`src/rtl/rv32i_pkg.sv`:
```
// Shared RV32I core definitions: fetch FSM states, FIFO entry layout, NOP encoding.
package rv32i_pkg;

   localparam logic [31:0] NOP_INSTR = 32'h0000_0013;

   typedef enum logic {
      RESET = 1'b0,
      RUN   = 1'b1
   } fetch_state_t;

   typedef struct packed {
      logic [31:0] instr;
      logic [31:0] pc;
      logic        fault;
   } fetch_entry_t;

   localparam int ENTRY_W = $bits(fetch_entry_t);

endpackage

```
`src/rtl/fetch_fifo.sv`:
```
// Synchronous instruction FIFO with push, pop and clear; head is read straight from the
// storage flops, so it reflects a push on the cycle after it happens.
module fetch_fifo
   import rv32i_pkg::*;
#(
   parameter int DEPTH = 2
) (
   input  logic                         clk,
   input  logic                         rst,
   input  logic                         clear,
   input  logic                         push,
   input  logic                         pop,
   input  logic [ENTRY_W-1:0]           push_data,
   output logic [ENTRY_W-1:0]           head,
   output logic                         head_valid,
   output logic [$clog2(DEPTH+1)-1:0]   count
);

   localparam int PW = (DEPTH > 1) ? $clog2(DEPTH) : 1;
   localparam int CW = $clog2(DEPTH + 1);

   logic [ENTRY_W-1:0] mem [DEPTH];
   logic [PW-1:0]      wr_ptr;
   logic [PW-1:0]      rd_ptr;

   function automatic logic [PW-1:0] ptr_inc(input logic [PW-1:0] p);
      return (p == PW'(DEPTH - 1)) ? '0 : p + PW'(1);
   endfunction

   // Clear has priority over push and pop so a flush always leaves the FIFO empty.
   always_ff @(posedge clk) begin
      // NOTE: sequential state uses <= so every flop samples pre-edge values.
      if (!rst) begin
         wr_ptr <= '0;
         rd_ptr <= '0;
         count  <= '0;
      end else if (clear) begin
         wr_ptr <= '0;
         rd_ptr <= '0;
         count  <= '0;
      end else begin
         if (push) wr_ptr <= ptr_inc(wr_ptr);
         if (pop)  rd_ptr <= ptr_inc(rd_ptr);
         count <= count + CW'(push) - CW'(pop);
      end
   end

   // NOTE: storage has no reset; head_valid (count != 0) gates every read of it.
   always_ff @(posedge clk) begin
      if (push && !clear) mem[wr_ptr] <= push_data;
   end

   assign head       = mem[rd_ptr];
   assign head_valid = (count != '0);

endmodule

```
`src/rtl/imem_fetch_ctrl.sv`:
```
// Fetch-stage instruction memory controller: single-outstanding requests, kill on redirect,
// instruction FIFO toward decode. Optional misaligned-PC faulting via IMEM_MISALIGN_CHECK_EN.
module imem_fetch_ctrl #(
   parameter int          DEPTH     = 2,
   parameter logic [31:0] NOP_INSTR = 32'h0000_0013
) (
   input  logic        clk,
   input  logic        rst,
   input  logic [31:0] pc_cur,
   input  logic        flush,
   input  logic        id_ready,
   output logic        StallF,
   output logic        imem_req,
   output logic [31:0] imem_addr,
   input  logic        imem_gnt,
   input  logic        imem_rvalid,
   input  logic [31:0] imem_rdata,
   output logic [31:0] instr_d,
   output logic [31:0] pc_d,
   output logic        instr_valid,
   output logic        instr_fault
);

   import rv32i_pkg::*;

   localparam int CW = $clog2(DEPTH + 1);

   fetch_state_t       state;
   fetch_state_t       state_nxt;
   logic               outstanding;
   logic               kill;
   logic [31:0]        inflight_pc;
   logic [CW-1:0]      count;
   logic [ENTRY_W-1:0] head_raw;
   fetch_entry_t       head;
   fetch_entry_t       push_entry;
   logic               head_valid;
   logic               pop;
   logic               room;
   logic               issue_ok;
   logic               misalign;
   logic               take_fault;
   logic               grant;
   logic               rsp_push;

   assign pop = id_ready && head_valid;

   // Occupancy counts the in-flight slot; pop implies count >= 1, so no underflow.
   assign room = ({1'b0, count} + (CW+1)'(outstanding) - (CW+1)'(pop)) < (CW+1)'(DEPTH);

   always_comb begin
      // NOTE: every always_comb output gets a default first so no path infers a latch.
      state_nxt = state;
      issue_ok  = 1'b0;
      case (state)
         RESET:   state_nxt = RUN;
         RUN:     issue_ok  = rst && !flush && (!outstanding || imem_rvalid) && room;
         default: state_nxt = RESET;
      endcase
   end

`ifdef IMEM_MISALIGN_CHECK_EN
   assign misalign = (pc_cur[1:0] != 2'b00);
`else
   assign misalign = 1'b0;
`endif

   // A fault entry waits for an idle port so it never competes with a response push.
   assign take_fault = issue_ok && misalign && !outstanding;
   assign imem_req   = issue_ok && !misalign;
   assign imem_addr  = {pc_cur[31:2], 2'b00};
   assign grant      = imem_req && imem_gnt;
   assign StallF     = !rst || (!(grant || take_fault) && !flush);

   assign rsp_push   = imem_rvalid && outstanding && !kill;
   assign push_entry = take_fault ? '{instr: NOP_INSTR, pc: pc_cur, fault: 1'b1}
                                  : '{instr: imem_rdata, pc: inflight_pc, fault: 1'b0};

   always_ff @(posedge clk) begin
      if (!rst) begin
         state       <= RESET;
         outstanding <= 1'b0;
         kill        <= 1'b0;
         inflight_pc <= '0;
      end else begin
         state <= state_nxt;
         if (grant)            outstanding <= 1'b1;
         else if (imem_rvalid) outstanding <= 1'b0;
         if (grant) inflight_pc <= pc_cur;
         // A response returning in the flush cycle is already discarded by the clear.
         if (flush && ((outstanding && !imem_rvalid) || grant)) kill <= 1'b1;
         else if (imem_rvalid && outstanding)                   kill <= 1'b0;
      end
   end

   fetch_fifo #(.DEPTH(DEPTH)) u_fifo (
      .clk        (clk),
      .rst        (rst),
      .clear      (flush),
      .push       (rsp_push || take_fault),
      .pop        (pop),
      .push_data  (push_entry),
      .head       (head_raw),
      .head_valid (head_valid),
      .count      (count)
   );

   assign head        = fetch_entry_t'(head_raw);
   assign instr_valid = head_valid;
   assign instr_d     = head_valid ? head.instr : NOP_INSTR;
   assign pc_d        = head_valid ? head.pc : 32'h0;
   assign instr_fault = head_valid && head.fault;

endmodule

```
`config.mk`:
```
export PLATFORM = sky130hd
export DESIGN_NAME = imem_fetch_ctrl
export DESIGN_NICKNAME = d
export VERILOG_FILES = /design/src/rtl/rv32i_pkg.sv /design/src/rtl/fetch_fifo.sv /design/src/rtl/imem_fetch_ctrl.sv
export SDC_FILE = /design/constraint.sdc
export NUM_CORES = 1
export LEC_CHECK = 0
export ABC_AREA = 1
export CAP_MARGIN = 20
export CORE_UTILIZATION = 35
export DETAILED_ROUTE_END_ITERATION = 7
export PLACE_DENSITY_LB_ADDON = 0.1
export SLEW_MARGIN = 20
export SYNTH_ARGS = -nofsm -noshare
export SYNTH_HDL_FRONTEND = slang
export SYNTH_SLANG_ARGS = --single-unit
```
`constraint.sdc`:
```
create_clock -name clk -period 7.2 [get_ports clk]
set_input_delay 1.44 -clock clk [delete_from_list [all_inputs] [get_ports clk]]
set_output_delay 1.44 -clock clk [all_outputs]
set_load 0.02 [all_outputs]
```
* Word-level counts from Yosys, hierarchy flattened *
Memory sizes are Yosys's and may differ from the RTL's. A register that Yosys moved wholly into a read port is not among the register bits.
Cells that the tools add are included.

cells by class
  $lt $le $gt $ge = 1
  muxes and demuxes = 14
  $add $sub $neg = 6
  reduce and logical (&&, ||, !) cells = 25
  bitwise gates (word level) = 1

operators with widths
  kind                         count
  $mux W32                     2
  $mux W1                      12
  $logic_and A1 B1 Y1          11
  $logic_not A1 Y1             6
  $reduce_bool A2 Y1           3
  $add A2 B1 Y3                1
  $logic_or A1 B1 Y1           3
  $lt A3 B2 Y1 const B         1
  $sub A3 B1 Y3                1
  $add A1 B1 Y1 const B        2
  $add A2 B1 Y2                1
  $reduce_or A2 Y1             1
  $sub A2 B1 Y2                1
  $logic_and A1 B1 Y1 const B  1
  $not A1 Y1                   1

word-level totals
  memories = 1
  output and inout port bits = 100
  word-level logic and storage cells = 55
  bits in writable memories = 128
  flip-flop bits (word level) = 39

memory list
  memory      words  width  read ports  clocked after memory_dff  wr ports  line              text
  u_fifo.mem  2      64     1           1                         1         fetch_fifo.sv:22  logic [ENTRY_W-1:0] mem [DEPTH];

* Depth between registers and ports, before layout *
Gate-level depths: netlist of run 1.

  word-level depth = 10
  gate-level depth with buffers = 17
  gate-level depth less buffers = 16

* Modules after synthesis *
Synthesis of run 1 repeated with hierarchy kept, for this count alone.

second synthesis, totals
  cell total of the unflattened synthesis = 636
  area, all modules = 7420.9 sq um

modules (own cells, without submodules)
  module           cells an instance  area an instance (sq um)  times used
  fetch_fifo       232                5128.7                    1
  imem_fetch_ctrl  404                2292.2                    1

* Worst setup path after synthesis of run 1 *
No wires, ideal clock.

  kind = input-to-reg
  start = input imem_rvalid
  end = memory u_fifo.mem[0][0] (netlist name) (enable)
  buffers on the path = 0
  setup slack = 590 ps
  data arrival time = 6046 ps
  stages = 4
  library setup time = 565 ps
  data required time = 6635 ps
  cell sequence = nand2_1 -> nor2_1 -> inv_1 -> nor3_1

on the way
  word-level cells in the longest chain between the ends = 5

RTL lines
  what                              line                   text
  start, declared                   imem_fetch_ctrl.sv:16  input logic imem_rvalid,
  $logic_and A1 B1 Y1 (2 in a row)  imem_fetch_ctrl.sv:75  assign rsp_push = imem_rvalid && outstanding && !kill;
  named net rsp_push                imem_fetch_ctrl.sv:44  logic rsp_push;
  $logic_and A1 B1 Y1               fetch_fifo.sv:50       if (push && !clear) mem[wr_ptr] <= push_data;
  $mux W1                           fetch_fifo.sv:50
  $mux W1 (not written as such)     fetch_fifo.sv:50
  end, declared                     fetch_fifo.sv:22

The timed path passes the listed nets, and every way through them passes these cells.

* Final worst setup path of run 1 *
  start = input id_ready
  end = output StallF

on the way
  word-level cells in the longest chain between the ends = 9

RTL lines
  what                 line                   text
  start, declared      imem_fetch_ctrl.sv:11  input logic id_ready,
  $logic_and A1 B1 Y1  imem_fetch_ctrl.sv:46  assign pop = id_ready && head_valid;
  named net pop        imem_fetch_ctrl.sv:38  logic pop;
  $sub A3 B1 Y3        imem_fetch_ctrl.sv:49  assign room = ({1'b0, count} + (CW+1)'(outstanding) - (CW+1)'(pop)) < (CW+1)'(DEPTH);
  $lt A3 B2 Y1         imem_fetch_ctrl.sv:49
  $logic_and A1 B1 Y1  imem_fetch_ctrl.sv:57  RUN: issue_ok = rst && !flush && (!outstanding || imem_rvalid) && room;
  $mux W1              imem_fetch_ctrl.sv:55  case (state)
  $logic_and A1 B1 Y1  imem_fetch_ctrl.sv:72  assign grant = imem_req && imem_gnt;
  $logic_not A1 Y1     imem_fetch_ctrl.sv:73  assign StallF = !rst || (!(grant || take_fault) && !flush);
  $logic_and A1 B1 Y1  imem_fetch_ctrl.sv:73
  $logic_or A1 B1 Y1   imem_fetch_ctrl.sv:73
  end, declared        imem_fetch_ctrl.sv:12  output logic StallF,

The timed path passes the listed nets, and every way through them passes these cells.

==> metrics.txt, run 1 <==
largest net degree at the start of global routing 65; WL final approximately 15000 um; via count roughly 4600; outcome complete, no violations; synth warn 0; vias in the first global route around 4500; CTS Hold Bufs 0; FP Rows 50; Leak 3.13 nW; clock tree buffer depth 2; MaxCap Viol Count 0; P&R area growth vs syn 33.1%; Startpoint Class primary input; routability cong. approximately 0.71; Seq/Total Area, Yosys approximately 70%; drt wl/cell about 15 um; Synth cell types 25; final instance area 8980 um^2; Worst Tran Pin Value 0.969 ns; Critical Path RT 5.76 ns; post-route clock period utilization 83.1%; DRC Markers 0; fin nets 810; post-synthesis mux area share 0%; Most used DFF post-synth edfxtp_1; Simple-Gate Fraction of Synth Area between 15 and 20%; Synth Area in Adders less than 1%; Num Clock Sinks 168; Post-Syn Area per Cell between 10 and 15 um^2; die height 141 um; total global-route track usage roughly 16%; Clock Pin Slew Worst Setup and Hold Paths about 0.06 ns; Crit path arrival time 4.54 ns; IO Pins 170; CTS tree yes; top cell type's share of synthesized area 57.0%; post-DP HPWL 8740 um; layout cell share with drive strength beyond 1 7.21%; Tmin final approximately 6 ns; Pwr Total 2.07 mW; multi-input logic area 1660 um^2; max-slew violations 0; top cells by area, synth edfxtp_1 57%, dfxtp_1 12%, nand2_1 9.5%, a21oi_1 4.8%, buf_4 4.1%; Core Util, Final 47.7%; Pre-antenna DRT Iters 4; DP Cell Count 977; post-synthesis sequential element count 168; f_max 0.167 GHz; relative slew slack 35.4%; CP Class primary input to output pin; most frequent cells in the layout 170 x nand2_1, 165 x clkdlybuf4s50_1, 128 x edfxtp_1; Num CTS Buffers 17; xor/xnor cell area share of the yosys netlist 0.130%; Post-CTS Setup Bufs 0; worst hold slack 0.451 ns; # setup viols final 0; Layout Cells excl Fill 1009; CP max FO 33; EDFF count, synth 128; Resized cells post-CTS 0; endpoints failing hold 0; CTS root buffer clkbuf_16; Max VDD drop approximately 0.16 mV; die area roughly 20000 um^2; 1st-iter DRT viols 251; largest family of logic cells by synthesized area simple AND/OR/NAND/NOR gates; antenna violations before repair 0; Diodes inserted 0; Worst Hold Class flop to flop; vias per cell 4.54; ANT nets after route 0; H-tree depth 4; fillcell total approximately 1800; Placed Area 8400 um^2; post-synth top area cell edfxtp_1; Async SR Flop Fraction 0%; Synth Area in Compound Gates 5.04%; grt total ovfl 0; Setup WS post-layout 1.22 ns; first-pass GRT wire length 23800 um; post-route setup TNS 0 ns; worst skew pair latency 0.42 ns; power density cells 230 nW/um^2; mapped cell area 6750 um^2; dpl ws 1.20 ns; commonest non-fill, non-tap cell in the layout nand2_1; clock skew 0.0108 ns; PortBufs around 170; core area 18800 um^2; initial core utilization 35.8%; Die W about 140 um; Worst R2R Setup Slack 3.69 ns; Synth Instances 608; RSZ-0062 raised after global routing no; critical path endpoint category output pin; Sequential Area 4650 um^2
per-layer routing:
metal / GRT usage, % / up-vias / share of wire, %
met4: 6.12 / 0 / 1.6
met3: 3.50 / 16 / 4.5
li1: - / 2268 / -
met2: 26.8 / 129 / 48
met1: 20.0 / 2170 / 46
met5: 0 / - / 0
registers in the layout, indices dropped and copies added (netlist names), named ones only:
register       cells
u_fifo.mem       128
inflight_pc       32
u_fifo.count       2
kill               1
outstanding        1
state              1
u_fifo.rd_ptr      1
u_fifo.wr_ptr      1
logic make-up (layout without fill, tap and decap cells):
logic type      after synthesis  in the layout
simple gates                284            284
flops                       168            168
xor+xnor                      1              1
compound gates               68             68
other cells                   1              3
buf+inv                      82            221
fa+ha+maj                     4              4
cell usage after synthesis, types with 3 or more instances:
cell type,count
dfxtp_1,40
buf_4,37
buf_2,5
a21oi_1,65
buf_1,6
nor2_1,69
nand3_1,7
edfxtp_1,128
clkbuf_1,15
nand2_1,170
inv_2,6
nand3b_1,32
inv_1,9
buf_6,3
ha_1,3
worst max-delay path: stages:
cell and delay [ns]:
clkdlybuf4s50_1 0.46, nand2_1 0.07, inv_2 0.08, ha_1 0.22
inv_1 0.08, nand2_1 0.07, fa_1 0.40, inv_1 0.07
nand2_1 0.07, nand2_1 0.09, nor2_2 0.04, nand3_2 0.08
clkinv_2 0.43, o21ai_1 0.30, clkdlybuf4s50_1 0.63
final timing paths:
check / startpoint / to / cells after the start
worst max-delay path: id_ready / StallF / 15
worst min-delay path: inflight_pc[26] / u_fifo.mem[0][26] / 0
worst max register to register: u_fifo.count[1] / inflight_pc[16] / 17
worst min register to register: inflight_pc[26] / u_fifo.mem[0][26] / 0
report_power, final:
| group | leakage, nW | internal (mW) | switching (mW) |
|---|---|---|---|
| Sequential | 1.49 | 1.05 | 0.00534 |
| Clock | 0.285 | 0.524 | 0.371 |
| Combinational | 1.35 | 0.0639 | 0.0569 |
| Total | 3.13 | 1.64 | 0.433 |
area by class of cell:
type,instances,share of cell area (%)
sequential,168,51.7
inverter,16,0.682
multi-input combinational,360,18.4
tap,260,3.62
clock inverter,13,1.59
timing repair buffer,173,19.0
clock buffer,19,4.93
No activity file was read; power rests on OpenSTA's default activity.
==> run 2: changes to the inputs <==
==> constraint.sdc (replaced) <==
create_clock -name clk -period 4.9 [get_ports clk]
set_input_delay 0.98 -clock clk [delete_from_list [all_inputs] [get_ports clk]]
set_output_delay 0.98 -clock clk [all_outputs]
set_load 0.02 [all_outputs]
==> run 2 against run 1 <==
Combinational power up 49%; highest routed layer unchanged; sequential share of layout area rose by 0.26 points; hold slack lost 0.0025 ns; die area is the same; sequential power rose by 48%; total power is 40% higher; critical path depth did not move; largest power group unchanged.
==> metrics.txt, run 2 (synthesis results as in run 1) <==
outcome complete, no violations; Num CTS Buffers 17 (unchanged); worst path bufs/invs 6 (unchanged); met2 usage 27.3% (+0.45 points); Die W 141 um (unchanged); antenna violations before repair 0 (unchanged); FP Rows 50 (unchanged); DP Cell Count 980 (+0.31%); Leak 3.11 nW (-0.69%); CTS Hold Bufs 0 (unchanged); Crit path top cell by count nand2_1; vias per cell 4.56 (+0.33%); Top Registers u_fifo.mem (128), inflight_pc (32), u_fifo.count (2); GRT met3 Usage 3.29% (-0.20 points); die area 19800 um^2 (unchanged); slowest library cell on the worst path clkdlybuf4s50_1; total global-route track usage 15.9% (+0.044 points); register bank with the most flops u_fifo.mem; Worst Tran Pin Value 1.01 ns (+0.0395 ns); Post-CTS Setup Bufs 0 (unchanged); layout cell share with drive strength beyond 1 7.18% (-0.029 points); fillcell total 1773 (+0.11%); busiest grt layer met2; critical path endpoint category output pin; WL final 15200 um (-0.26%); Tmin final around 4.5 ns; Critical Path RT 3.92 ns (-1.84 ns); final instance area 8940 um^2 (-0.50%); post-route setup TNS 0 ns (unchanged); grt total ovfl 0 (unchanged); Clock Pin Slew Worst Setup and Hold Paths 0.06 ns (about the same); commonest non-fill, non-tap cell in the layout nand2_1; routability cong. 0.742 (+4.7%); Placed Area 8420 um^2 (+0.27%); met1 Resource Use GR 19.8% (-0.19 points); Resized cells post-CTS 0 (unchanged); clock skew 0.00791 ns (-0.00284 ns); Num Clock Sinks 168 (unchanged); max-slew violations 0 (unchanged); post-route clock period utilization 90.9%; endpoints failing hold 0 (unchanged); core area 18800 um^2 (unchanged); MaxCap Viol Count 0 (unchanged); crit-path cells clkdlybuf4s50_1 -> nand2_1 -> inv_2 -> ha_1 -> inv_1 -> nand2_1 -> fa_1 -> inv_1 -> nand2_1 -> nand2_1 -> nor2_2 -> nand3_2 -> clkinv_2 -> o21ai_1 -> clkdlybuf4s50_1; Layout Cells excl Fill 1012 (+0.30%); clock tree buffer depth 2 (unchanged); ANT nets after route 0 (unchanged); most frequent cells in the layout 170 x nand2_1, 165 x clkdlybuf4s50_1, 128 x edfxtp_1; Diodes inserted 0 (unchanged); via count 4612 (+0.63%); drt wl/cell 15.1 um (-0.56%); power density cells 324 nW/um^2 (+41%); CTS root buffer clkbuf_16; IO Pins 170 (unchanged); CTS tree yes; worst skew pair latency 0.41 ns (about the same); CP max FO 4 (-88%); Worst path max stage delay 0.63 ns (about the same); 1st-iter DRT viols 154 (-39%); Worst Hold Class flop to flop; Pre-antenna DRT Iters 5 (+1); PortBufs 166 (unchanged); H-tree depth 4 (unchanged); Pwr Total 2.90 mW (+40%); f_max 0.225 GHz; Sequential Area 4650 um^2 (unchanged); multi-input logic area 1660 um^2 (unchanged); relative slew slack 32.7% (-2.7 points); vias in the first global route 4638 (+3.7%); Max VDD drop 0.238 mV (+50%); # setup viols final 0 (unchanged); P&R area growth vs syn 32.5%; Crit path arrival time 3.47 ns (-1.07 ns); die height 141 um (unchanged); RSZ-0062 raised after global routing no; largest net degree at the start of global routing 65 (unchanged); post-DP HPWL 8910 um (+2.0%); Top delay family on crit path buffers and inverters; initial core utilization 35.8% (unchanged); Startpoint Class primary input; DRC Markers 0 (unchanged); first-pass GRT wire length 24000 um (+0.75%); max reg flops 128 (unchanged); fin nets 813 (+0.37%); CP Class primary input to output pin
run 2: routing by layer:
layer	up-vias	part of all wire, %
met5	-	0
met4	0	1.4
met3	12	3.9
met2	125	49
met1	2204	46
li1	2271	-
run 2: area by class of cell:
class	instances	share of cell area (%)
clock inverter	12	0.910
clock buffer	20	4.89
multi-input combinational	360	18.5
sequential	168	52.0
tap	260	3.64
inverter	16	0.686
timing repair buffer	176	19.4
run 2: power breakdown:
group | internal (mW) | switching (mW)
logic | 0.0946 | 0.0849
registers | 1.54 | 0.00766
clock network | 0.645 | 0.523
total | 2.28 | 0.616
run 2: final timing paths:
kind                   startpoint  slack (ns)               end  cells past startpoint
setup reg to reg  u_fifo.count[1]        2.14   inflight_pc[10]                     14
setup / recovery         id_ready        0.45            StallF                     15
hold reg to reg    inflight_pc[3]        0.45  u_fifo.mem[1][3]                      0
hold / removal     inflight_pc[3]        0.45  u_fifo.mem[1][3]                      0
run 2: metrics by stage:
step,hold WS [ns],setup slack (ns),util (%)
4_1_cts,0.453,0.461,47.5
5_1_grt,0.464,0.251,47.5
3_3_place_gp,0.430,0.491,44.7
3_5_place_dp,0.440,0.465,44.7
6_report,0.449,0.448,47.5
2_1_floorplan,0.426,-1.25,-
==> run 3: changes to the inputs <==
--- a/config.mk
+++ b/config.mk
@@ -10,7 +10,6 @@
 export CORE_UTILIZATION = 35
 export DETAILED_ROUTE_END_ITERATION = 7
 export PLACE_DENSITY_LB_ADDON = 0.1
-export SLEW_MARGIN = 20
 export SYNTH_ARGS = -nofsm -noshare
 export SYNTH_HDL_FRONTEND = slang
 export SYNTH_SLANG_ARGS = --single-unit
==> results of run 3 <==
No change in the layout: final DEF, timing and power equal those of run 2.
==> RTL edit 1 (settings of run 2) <==
Put a register stage on the output `instr_fault`, without a reset. The value now appears one clock later. The other outputs are not delayed to match.
--- a/src/rtl/imem_fetch_ctrl.sv
+++ b/src/rtl/imem_fetch_ctrl.sv
@@ -109,7 +109,9 @@
    assign instr_valid = head_valid;
    assign instr_d     = head_valid ? head.instr : NOP_INSTR;
    assign pc_d        = head_valid ? head.pc : 32'h0;
-   assign instr_fault = head_valid && head.fault;
+   always_ff @(posedge clk) begin
+      instr_fault <= head_valid && head.fault;
+   end
 
 endmodule
 
Formal check against the unedited RTL: no difference found for any inputs over 4 cycles, from zero or initial values and one cycle with rst low; that may be too few to reach the edited logic, so the function may still have changed.
==> RTL edit 1 against run 2 <==
Hold slack gained 0.0027 ns. Clock skew is 0.0017 ns higher. Global-route usage fell by 0.14 points. Sequential cell count did not move. Sequential power barely moved. Register-to-register slack improved by 0.08 ns. Total power grew 5.5%. Setup slack lost 0.091 ns. Design area up 1.0%. Area after synthesis grew 0.32%. Highest routed layer unchanged. Routed wire length decreased by 1.5%. Clock power grew 14%.
==> RTL edit 1: results (changes against run 2) <==
Yosys
  – Yosys warns: 0 (unchanged)
  – Ys flop type: edfxtp_1
  – Synth top cells by count: 170 x nand2_1, 128 x edfxtp_1, 69 x nor2_1, 65 x a21oi_1, 40 x dfxtp_1
  – Synth top area cells: edfxtp_1 57%, dfxtp_1 12%, nand2_1 9.4%, a21oi_1 4.8%, buf_4 4.1%
  – Sequential area share after synthesis: 0.686 (-0.00216)
  – Asr flop ratio synth: 0 (unchanged)
  – Synth unique cells: 24 (-4.0%)
  – EDFF count, synth: 128 (unchanged)

Layout
  – Ant. Diodes: 0 (unchanged)
  – Share of cells above drive strength 1: 0.0745 (+0.00266)
  – Largest registers: u_fifo.mem x128, inflight_pc x32, u_fifo.count x2
  – Nets: 813 (unchanged)

Power
  – Maximum vdd drop: 0.000223 V (-6.5%)
  – Leakage power: 0.00316 uW (+1.6%)

STA
  – Slew @ Worst Pin: 0.761 ns (-0.247 ns)
  – Skew final: 0.00963 ns (+0.00172 ns)
  – Hold WS: 0.451 ns (+0.00266 ns)
  – Period utilization: 0.927 (+0.0187)

Place
  – Hpwl dp: 9.12 mm (+2.3%)
  – DP Worst Slack: 0.342 ns (-0.124 ns)
  – Placer Congestion: 0.715 (-3.7%)
  – Post-Place Cell Area: 8430 sq um (+0.13%)
  – IO buf count: 166 (unchanged)

Clocking
  – Post-CTS Setup Repair Bufs: 0 (unchanged)
  – Clk buf depth: 2 (unchanged)
  – TritonCTS Buffers: 17 (unchanged)
  – CTS resizes: 0 (unchanged)
  – Root Driver: clkbuf_16
  – Clk slew on worst S/H paths: 0.06 ns (about the same)
  – CTS H-Tree Depth: 4 (unchanged)
  – Worst-Skew Late Latency: 0.41 ns (about the same)

Status
  – Run status: finished, final reports clean

Worst setup path
  – CP arrival: 3.56 ns (+0.09 ns)
  – Reg-to-reg slack, setup: 2.22 ns (+0.08 ns)
  – CP peak stage delay: 0.64 ns
  – Worst-path fanout max: 4 (unchanged)
  – Crit path from: id_ready
  – FF-to-FF Start: u_fifo.count[1]
  – Slowest cell on crit path: clkdlybuf4s50_1
  – Cell family with most CP delay: buffers and inverters

Global route
  – Pin count of the biggest net entering global routing: 65 (unchanged)
  – Global-route wire length before repair: 23.9 mm (-0.29%)
  – Initial antenna violation count: 0 (unchanged)
  – Congestion Overflow GR: 0 (unchanged)
  – All-Layer GR Usage: 0.158 (-0.00142)

Worst hold path
  – Worst Hold Class: reg2reg
  – Min-delay src: u_fifo.rd_ptr

Drt
  – Final WL: 15.0 mm (-1.5%)
  – Detailed Routing Iterations Pass 1: 4 (-1)
  – DR vias: 4603 (-0.20%)
  – Starting DRT DRC Count: 223 (+45%)
RTL edit 1: changes by cell type after synthesis, sizes merged:
| cell | before | now |
|---|---|---|
| buf | 51 | 50 |
| clkbuf | 15 | 16 |
RTL edit 1: final timing paths:
| kind | to | depth (start not counted) |
|---|---|---|
| hold / removal | flop | 1 |
| setup reg to reg | inflight_pc[10] | 14 |
| setup / recovery | StallF | 15 |
| hold reg to reg | flop | 1 |
RTL edit 1: per-stage QoR:
stage	setup TNS (ns)	instances	total power [uW]
CTS	0	1012	3090
global placement	0	980	1760
floorplan	-160.79	610	1670
detailed placement	0	980	1760
finish	0	1012	3050
global route	0	1012	3170
RTL edit 1: per-layer routing:
layer  wire [um]  vias up  GRT usage
met5           0        -          0
met4         149        0     0.0446
met3         678       11     0.0394
met2        7570      127      0.274
met1        6620     2192      0.195
li1            -     2273          -
RTL edit 1: final cells by class:
class / instances / area, sq um
inverters: 16 / 67.6
clock buffers: 22 / 485
clock inverters: 10 / 113
repair buffers: 176 / 1740
well taps: 260 / 325
multi-input cells: 360 / 1660
fillers: 1707 / 9800
flip-flops and latches: 168 / 4650
RTL edit 1: logic make-up after synthesis:
group                      synth area share
other                              0.000554
buffers and inverters                0.0728
xor gates and xnor gates            0.00129
AOI/OAI and AO/OA                    0.0503
and+or+nand+nor                       0.180
adders and majority gates           0.00850
DFF                                   0.686
RTL edit 1: power breakdown:
group,internal [uW],switching (uW)
clock network,809,519
registers,1540,7.58
logic,94.9,83.4
total,2440,610
==> RTL edit 2 (flow settings as in run 2) <==
Without the edit above. The option `IMEM_MISALIGN_CHECK_EN` is turned on by a define.
--- a/src/rtl/imem_fetch_ctrl.sv
+++ b/src/rtl/imem_fetch_ctrl.sv
@@ -1,5 +1,7 @@
 // Fetch-stage instruction memory controller: single-outstanding requests, kill on redirect,
 // instruction FIFO toward decode. Optional misaligned-PC faulting via IMEM_MISALIGN_CHECK_EN.
+`define IMEM_MISALIGN_CHECK_EN
+
 module imem_fetch_ctrl #(
    parameter int          DEPTH     = 2,
    parameter logic [31:0] NOP_INSTR = 32'h0000_0013
Formal check against the unedited RTL: not equivalent (Yosys sat finds a counterexample within 4 cycles, from zero or initial values and one cycle with rst low).
==> RTL edit 2 against run 2 <==
Routed wire length is 8.9% higher. Total power up 14%. Area after synthesis is 9.5% higher. Sequential cell count increased by 2. Design area rose by 8.8%. Setup slack lost 0.14 ns. Combinational power grew 41%. Clock skew increased by 0.00062 ns. Critical path type unchanged. Largest power group unchanged. Highest routed layer unchanged.
==> RTL edit 2: results (changes against run 2) <==
Worst setup path
  – Cell family with most CP delay: buffers and inverters
  – CP peak stage delay: 0.55 ns (-0.08 ns)
  – Worst-path fanout max: 6 (+2)
  – R2R cell count: 13 (-1)
  – Reg-to-Reg End: u_fifo.mem[1][61]
  – Reg-to-reg slack, setup: 1.72 ns (-0.42 ns)
  – Setup crit end: StallF
  – CP arrival: 3.61 ns (+0.14 ns)

STA
  – Relative slew slack: 0.471 (+0.144)
  – Hold WS: 0.447 ns (-0.00184 ns)
  – Min cycle time layout: 4.59 ns (+0.136 ns)
  – Skew final: 0.00853 ns (+0.000616 ns)

Power
  – Leakage power: 0.00387 uW (+25%)
  – Comb group: 253 uW (+41%)
  – Internal: 2620 uW (+15%)
  – Maximum vdd drop: 0.000225 V (-5.3%)
  – Sequential share of power: 0.477 (-0.058)

Layout
  – Filler Cell Count: 1934 (+9.1%)
  – Largest registers: u_fifo.mem x130, inflight_pc x32, u_fifo.count x2
  – Share of cells above drive strength 1: 0.0619 (-0.00992)
  – Nets: 981 (+21%)

Global route
  – Met1 Use GR: 0.196 (-0.00191)
  – GR Util met3: 0.0379 (+0.00494)
  – All-Layer GR Usage: 0.157 (-0.00247)
  – Vias in the first global route: 5026 (+8.4%)
  – Global-route wire length before repair: 26.0 mm (+8.3%)
  – Met2 global-route usage: 0.266 (-0.00631)

Yosys
  – EDFF count, synth: 130 (+1.6%)
  – Synth unique cells: 24 (-4.0%)
  – Synth top area cells: edfxtp_1 53%, nand2_1 12%, dfxtp_1 11%, nor2_1 5.1%, a21oi_1 4.4%
  – Sequential area share after synthesis: 0.637 (-0.0513)
  – Synth top cells by count: 243 x nand2_1, 130 x edfxtp_1, 101 x nor2_1, 71 x inv_1, 65 x a21oi_1

Drt
  – Starting DRT DRC Count: 295 (+92%)
  – Final WL: 16.6 mm (+8.9%)
  – Number of remaining DRC errors: 0 (unchanged)
  – Wl on met1: 7.50 mm (+8.0%)
  – Wire length on met3: 853 um (+42%)
  – WL met2: 8.01 mm (+7.2%)
  – Detailed Routing Iterations Pass 1: 4 (-1)
  – DR vias: 5310 (+15%)
  – Top Layer Used: met4

Place
  – DP Worst Slack: 0.324 ns (-0.142 ns)
  – IO buf count: 167 (+0.60%)
  – Placer Congestion: 0.726 (-2.1%)

Clocking
  – CTS resizes: 0 (unchanged)
  – Clk buf depth: 2 (unchanged)

Status
  – Run status: finished, final reports clean
RTL edit 2: cell types whose count changed in the layout (fill, tap and decap cells not counted), sizes merged, moves of 4 or more:
| cell | delta |
|---|---|
| bufinv | +5 |
| nand3b | -32 |
| nor2 | +31 |
| or2 | +4 |
| o21ai | +29 |
| clkinv | -5 |
| inv | +59 |
| nand2 | +73 |
RTL edit 2: cell families after synthesis:
logic type / after synthesis / share of synthesized area
AO/OA/AOI/OAI: 97 / 0.0657
flip-flops: 170 / 0.637
XOR/XNOR: 1 / 0.00119
buffers and inverters: 149 / 0.0991
adder cells (fa/ha/maj): 3 / 0.00610
other: 1 / 0.000508
AND/OR/NAND/NOR: 362 / 0.190
RTL edit 2: final cells by class:
| cell class | instances | share of cell area |
|---|---|---|
| Clock inverter | 10 | 0.0194 |
| Sequential cell | 170 | 0.484 |
| Timing Repair Buffer | 179 | 0.182 |
| Inverter | 75 | 0.0290 |
| Clock buffer | 22 | 0.0479 |
| Tap cell | 270 | 0.0347 |
| Multi-Input combinational cell | 465 | 0.203 |
RTL edit 2: per-stage QoR:
stage / total power, uW / cell area [sq um] / std cells
after CTS: 3330 / 9720 / 1191
after global placement: 1860 / 9070 / 1159
after floorplan: 1740 / 7390 / 784
after detailed placement: 1860 / 9070 / 1159
final: 3290 / 9720 / 1191
after global routing: 3410 / 9720 / 1191
RTL edit 2: worst min-delay path by stage:
stage | from | to | depth (start not counted)
2_1_floorplan | u_fifo.rd_ptr | flop | 1
3_3_place_gp | u_fifo.rd_ptr | flop | 1
3_5_place_dp | u_fifo.rd_ptr | flop | 1
4_1_cts | u_fifo.rd_ptr | flop | 1
5_1_grt | u_fifo.rd_ptr | flop | 1
6_report | u_fifo.rd_ptr | flop | 1
